$ cat config.mk
export PLATFORM = sky130hd
export DESIGN_NAME = bcd_to_bin_flat
export DESIGN_NICKNAME = d
export VERILOG_FILES = /design/src/rtl/bcd_to_bin_if.sv /design/src/rtl/bcd_to_bin.sv /design/src/flat_wrapper.sv
export SDC_FILE = /design/constraint.sdc
export NUM_CORES = 1
export LEC_CHECK = 0
export BUFFER_PORTS_ARGS = -buffer_cell sky130_fd_sc_hd__buf_2
export CORE_ASPECT_RATIO = 0.6
export CORE_MARGIN = 1
export CORE_UTILIZATION = 35
export CTS_CLUSTER_DIAMETER = 40
export CTS_CLUSTER_SIZE = 8
export DETAILED_ROUTE_END_ITERATION = 7
export PLACE_DENSITY = 0.58
export SETUP_SLACK_MARGIN = 0.1
export SYNTH_ARGS = -nofsm -noshare
export SYNTH_HDL_FRONTEND = slang
export SYNTH_SLANG_ARGS = --single-unit
$ cat constraint.sdc
create_clock -name clock -period 1.8 [get_ports clock]
set_clock_uncertainty 0.05 [all_clocks]
set_input_delay 0.36 -clock clock [delete_from_list [all_inputs] [get_ports clock]]
set_output_delay 0.36 -clock clock [all_outputs]
set_load 0.005 [all_outputs]
$ cat src/rtl/bcd_to_bin_if.sv
// Request/result bundle for the BCD-to-binary converter: start + packed digits in, result/status out.
// No backpressure; the requester watches busy and the single-cycle done pulse.
interface bcd_to_bin_if #(
   parameter int DIGITS = 8,
   parameter int WIDTH  = 28
);
   logic                  start;
   logic [4*DIGITS-1:0]   bcd_in;
   logic [WIDTH-1:0]      binario;
   logic                  busy;
   logic                  done;
   logic                  erro;

   modport master (
      output start,
      output bcd_in,
      input  binario,
      input  busy,
      input  done,
      input  erro
   );

   modport slave (
      input  start,
      input  bcd_in,
      output binario,
      output busy,
      output done,
      output erro
   );
endinterface

$ cat src/rtl/bcd_to_bin.sv
// Reverse double-dabble BCD-to-binary, one bit per clock: WIDTH+1 cycles to done for valid digits, 1 for blank/invalid.
// start is only honoured in IDLE; requests arriving while busy or done are dropped, never queued.
module bcd_to_bin #(
   parameter int DIGITS = 8,
   parameter int WIDTH  = 28
) (
   input  logic           clock,
   input  logic           reset,
   bcd_to_bin_if.slave    bus
);

   localparam int BCD_W = 4 * DIGITS;
   localparam int CNT_W = (WIDTH > 1) ? $clog2(WIDTH) : 1;

   typedef enum logic [1:0] {
      IDLE  = 2'd0,
      SHIFT = 2'd1,
      DONE  = 2'd2
   } state_t;

   state_t             state_q, state_d;
   logic [BCD_W-1:0]   bcd_q, bcd_d;
   logic [WIDTH-1:0]   bin_q, bin_d;
   logic [CNT_W-1:0]   cnt_q, cnt_d;
   logic [WIDTH-1:0]   binario_q, binario_d;
   logic               erro_q, erro_d;
   logic               busy_q, busy_d;
   logic               done_q, done_d;

   logic               all_blank;
   logic               any_bad;
   logic [BCD_W-1:0]   bcd_shift;
   logic [WIDTH-1:0]   bin_shift;

   // Blank (every nibble F) takes priority over the invalid-digit check.
   always_comb begin
      all_blank = 1'b1;
      any_bad   = 1'b0;
      for (int i = 0; i < DIGITS; i++) begin
         if (bus.bcd_in[4*i +: 4] != 4'hF) begin
            all_blank = 1'b0;
         end
         if (bus.bcd_in[4*i +: 4] > 4'd9) begin
            any_bad = 1'b1;
         end
      end
   end

   // Shift {bcd, bin} right one place, then correct each digit that landed at 8 or above.
   always_comb begin
      bin_shift = {bcd_q[0], bin_q[WIDTH-1:1]};
      bcd_shift = bcd_q >> 1;
      for (int i = 0; i < DIGITS; i++) begin
         if (bcd_shift[4*i +: 4] >= 4'd8) begin
            bcd_shift[4*i +: 4] = bcd_shift[4*i +: 4] - 4'd3;
         end
      end
   end

   always_comb begin
      state_d   = state_q;
      bcd_d     = bcd_q;
      bin_d     = bin_q;
      cnt_d     = cnt_q;
      binario_d = binario_q;
      erro_d    = erro_q;

      unique case (state_q)
         IDLE: begin
            if (bus.start) begin
               if (all_blank) begin
                  binario_d = '1;
                  erro_d    = 1'b0;
                  state_d   = DONE;
               end else if (any_bad) begin
                  binario_d = '1;
                  erro_d    = 1'b1;
                  state_d   = DONE;
               end else begin
                  bcd_d   = bus.bcd_in;
                  bin_d   = '0;
                  cnt_d   = '0;
                  state_d = SHIFT;
               end
            end
         end
         SHIFT: begin
            bcd_d = bcd_shift;
            bin_d = bin_shift;
            cnt_d = cnt_q + CNT_W'(1);
            if (cnt_q == CNT_W'(WIDTH - 1)) begin
               binario_d = bin_shift;
               erro_d    = 1'b0;
               state_d   = DONE;
            end
         end
         DONE: begin
            state_d = IDLE;
         end
         default: begin
            state_d = IDLE;
         end
      endcase

      busy_d = (state_d == SHIFT);
      done_d = (state_d == DONE);
   end

   always_ff @(posedge clock) begin
      if (reset) begin
         state_q   <= IDLE;
         bcd_q     <= '0;
         bin_q     <= '0;
         cnt_q     <= '0;
         binario_q <= '0;
         erro_q    <= 1'b0;
         busy_q    <= 1'b0;
         done_q    <= 1'b0;
      end else begin
         state_q   <= state_d;
         bcd_q     <= bcd_d;
         bin_q     <= bin_d;
         cnt_q     <= cnt_d;
         binario_q <= binario_d;
         erro_q    <= erro_d;
         busy_q    <= busy_d;
         done_q    <= done_d;
      end
   end

   assign bus.binario = binario_q;
   assign bus.erro    = erro_q;
   assign bus.busy    = busy_q;
   assign bus.done    = done_q;

endmodule

$ cat src/flat_wrapper.sv
// flat-port wrapper written by rule: the top's interface ports become plain ports
module bcd_to_bin_flat 
#(
   parameter int DIGITS = 8,
   parameter int WIDTH  = 28
)
  (clock, reset, bus_start, bus_bcd_in, bus_binario, bus_busy, bus_done, bus_erro);
  bcd_to_bin_if #(.DIGITS(DIGITS), .WIDTH(WIDTH)) bus_i ();
  input  logic clock;
  input  logic reset;
  input wire logic [$bits(bus_i.start)-1:0] bus_start;
  input wire logic [$bits(bus_i.bcd_in)-1:0] bus_bcd_in;
  output wire logic [$bits(bus_i.binario)-1:0] bus_binario;
  output wire logic [$bits(bus_i.busy)-1:0] bus_busy;
  output wire logic [$bits(bus_i.done)-1:0] bus_done;
  output wire logic [$bits(bus_i.erro)-1:0] bus_erro;
  assign bus_i.start = bus_start;
  assign bus_i.bcd_in = bus_bcd_in;
  assign bus_binario = bus_i.binario;
  assign bus_busy = bus_i.busy;
  assign bus_done = bus_i.done;
  assign bus_erro = bus_i.erro;
  bcd_to_bin #(.DIGITS(DIGITS), .WIDTH(WIDTH)) u_core (.clock(clock), .reset(reset), .bus(bus_i));
endmodule
==> impl_metrics.csv <==
group,metric,value,unit
logic_synthesis,synth_seq_cells,97,
power_and_ir_drop,p_per_area,838.9,nW/um^2
cts,htreeDepth,3,
sta,whs,251.2,ps
floorplanning,pin_count,66,
critical_path,critPathTopFamily,"compound AO/OA/AOI/OAI gates",
detailed_routing,drc_errors,0,
global_routing,grt.met2_usage,26.09,%
cts,cts.path.max_buffers,2,
global_routing,grtUsageMet3,4.288,%
detailed_routing,first_pass_iters,5,
critical_path,r2r_cells,7,
cts,hold_buffers,0,
critical_path,cpPeakStageDelay,360,ps
placement,placedCellCount,712,
critical_path,crit_buf_inv,3,
floorplanning,start_util,36.76,%
cts,clock-sinks,97,
logic_synthesis,syn_nets,521,
logic_synthesis,netlist_area,4237,sq um
sta,setup_viol,0,
detailed_routing,vias_per_cell,5.065,
detailed_routing,wire_per_inst,15.65,um
critical_path,required,1980,ps
sta,worst_slew_pin_slew,413.9,ps
critical_path,critPathSlowestCell,"o31a_1",
logic_synthesis,synth.distinct_cells,44,
floorplanning,die_w,144.0,um
global_routing,grt_max_degree,33,
finish,final_nets,625,
finish,diodes,0,
finish,utilization,49.69,%
detailed_routing,via_count,3748,
global_routing,grt.busiest_layer,"met1",
placement,place_ws,-147.7,ps
cts,clockRootBuffer,"clkbuf_16",
power_and_ir_drop,peakVddDrop,0.0004713,V
sta,post-route-period-util,95.06,%
finish,drive_gt1_share,30.34,%
critical_path,cp_max_fo,7,
cts,clk_latency,340,ps
logic_synthesis,yosysWarnings,0,
placement,gp_congestion,0.8328,
detailed_routing,drtIter0Drc,213,
critical_path,cp-end-kind,"flip-flop",
floorplanning,die_area,12560,sq um
critical_path,critPathKind,"reg -> reg",
global_routing,grt_pass1_wl,18300,um
finish,final_cells,740,
power_and_ir_drop,power.leakage,0.002332,uW
critical_path,worstReg2RegEnd,"u_core.bcd_q[26]",
sta,relSlewSlack,71.70,%
logic_synthesis,yosysSeqAreaShare,45.84,%
worst_hold_path,hold_depth,3,
finish,layout_commonest_cell,"nor2_1",
logic_synthesis,synthCells,471,
finish,final_cell_mix,"nor2_1 (96), dfxtp_1 (94), buf_2 (67)",
sta,rsz0062_at_grt,"yes",
critical_path,worstPathCellList,"nand2b_4, buf_6, o31a_1, buf_4, buf_2, a221oi_2, nor2_1",
worst_hold_path,holdPathEnd,"u_core.bcd_q[16]",
global_routing,groute.usage.overall,19.15,%
status,status,"finished clean",
critical_path,cp.arrival,1890,ps
cts,cts_tree,"done",
detailed_routing,finalWirelength,11580,um
sta,drv_slew,0,
sta,hold_viol,0,
critical_path,timing.reg2reg.setup_slack,90,ps
placement,portBuffers,65,
logic_synthesis,synth.avg_cell_area,8.995,sq um
global_routing,grt_overflow,0,
global_routing,globalRouteMet1Util,29.54,%
floorplanning,core_area,11520,sq um
cts,cts_inserted_buffers,9,
cts,cts.clk_slew.worst_paths,70,ps
sta,setup_ws,88.89,ps
detailed_routing,ant_nets,0,
worst_hold_path,hp-class,"in -> reg",
critical_path,critical_path_cell_count,7,
worst_hold_path,hold_start,"bus_bcd_in[16]",
critical_path,worst_setup_path_start_kind,"flip-flop",
sta,fin_setup_tns,0,ps
placement,dp_hpwl,7760,um
sta,fmax,0.5844,GHz
floorplanning,num_rows,30,
critical_path,r2r_start,"u_core.state_q[1]",
sta,layout_min_cycle_time,1711,ps
floorplanning,die_y,87.22,um
global_routing,antenna_found_initial,0,
run,maxCapViolations,0,
global_routing,grt_pass1_vias,3457,
finish,area_delta_synth_final,35.14,%
## final cells by class
type / count / area (sq um)
clock buffer: 9 / 225.2
sequential: 97 / 1948
tap: 160 / 200.2
timing repair buffer: 125 / 923.4
inverter: 14 / 52.55
clock inverter: 7 / 98.84
fill: 1118 / 5798
multi-input combinational: 328 / 2277
## flip-flops by register name (all words and copies together) (netlist names)
register	cells
u_core.bus.erro	1
u_core.bus.binario	28
u_core.state_q	2
u_core.cnt_q	5
u_core.bin_q	27
u_core.bcd_q	32
u_core.bus.busy	1
u_core.bus.done	1
## timing repair
action	in CTS	in global routing
resized for setup	8	17
cloned	1	4
pin swaps	1	5
setup buffers	0	7
setup endpoints to repair	31	64
## routing by layer
layer / wire length, um / share of wire (%)
met3: 652 / 5.6
met2: 4712 / 41
met5: 0 / 0
met4: 78 / 0.67
met1: 6138 / 53
## worst max-delay path by stage
stage	start	to	slack, ps
after CTS	u_core.state_q[1]	u_core.bcd_q[6]	120
after detailed placement	bus_bcd_in[26]	u_core.bcd_q[10]	-150
after floorplan	bus_bcd_in[1]	u_core.bin_q[19]	80
after global routing	u_core.state_q[1]	u_core.bcd_q[4]	30
after global placement	bus_bcd_in[26]	u_core.bcd_q[8]	-90
final	u_core.state_q[1]	u_core.bcd_q[26]	90
## kinds of logic after synthesis
kind of cell	synth area share, %
flip-flops	45.84
AO/OA/AOI/OAI	24.48
XOR/XNOR	2.894
multiplexers	0.2658
buffers and inverters	4.666
AND/OR/NAND/NOR	17.43
adder cells (fa/ha/maj)	4.430
## synth_stat cells, drive strengths merged
cell / count / area (sq um)
nand4b: 2 / 17.52
nor3b: 1 / 7.510
o211ai: 18 / 135.1
a22o: 28 / 245.2
clkbuf: 22 / 82.58
nor2b: 8 / 50.05
a21boi: 1 / 7.510
nand3: 3 / 20.02
o21ba: 1 / 10.01
o31ai: 2 / 33.78
a31oi: 7 / 43.79
o31a: 1 / 8.760
nor4: 2 / 12.51
a21oi: 16 / 80.08
o21a: 28 / 210.2
a22oi: 1 / 7.510
a221oi: 11 / 96.34
and4: 2 / 17.52
nand2: 29 / 111.4
or3: 2 / 12.51
buf: 10 / 62.56
and3: 1 / 6.260
nor2: 99 / 374.1
ha: 15 / 187.7
a2111oi: 7 / 62.56
nand4: 10 / 83.83
mux2: 1 / 11.26
o21ai: 11 / 70.06
inv: 14 / 52.55
or2: 1 / 6.260
xnor2: 14 / 122.6
a311oi: 3 / 26.28
nand2b: 3 / 18.77
dfxtp: 97 / 1942
## stage by stage
step / power (uW) / cell area [sq um]
global route: 5028 / 5725
global placement: 2723 / 5164
floorplan: 2491 / 4349
detailed placement: 2727 / 5164
CTS: 4842 / 5542
finish: 4803 / 5725
## tightest hold or removal path, stage by stage
cell,delay [ps]
buf_2,110
a221oi_2,60
nor2_1,70
## where the power goes
group,leakage [uW],internal [uW],switching [uW],total (uW)
clock,0.000157,1230,846,2080
combinational,0.00138,238,238,476
sequential,0.000792,2210,37.3,2250
(Power assumes the default switching activity.)
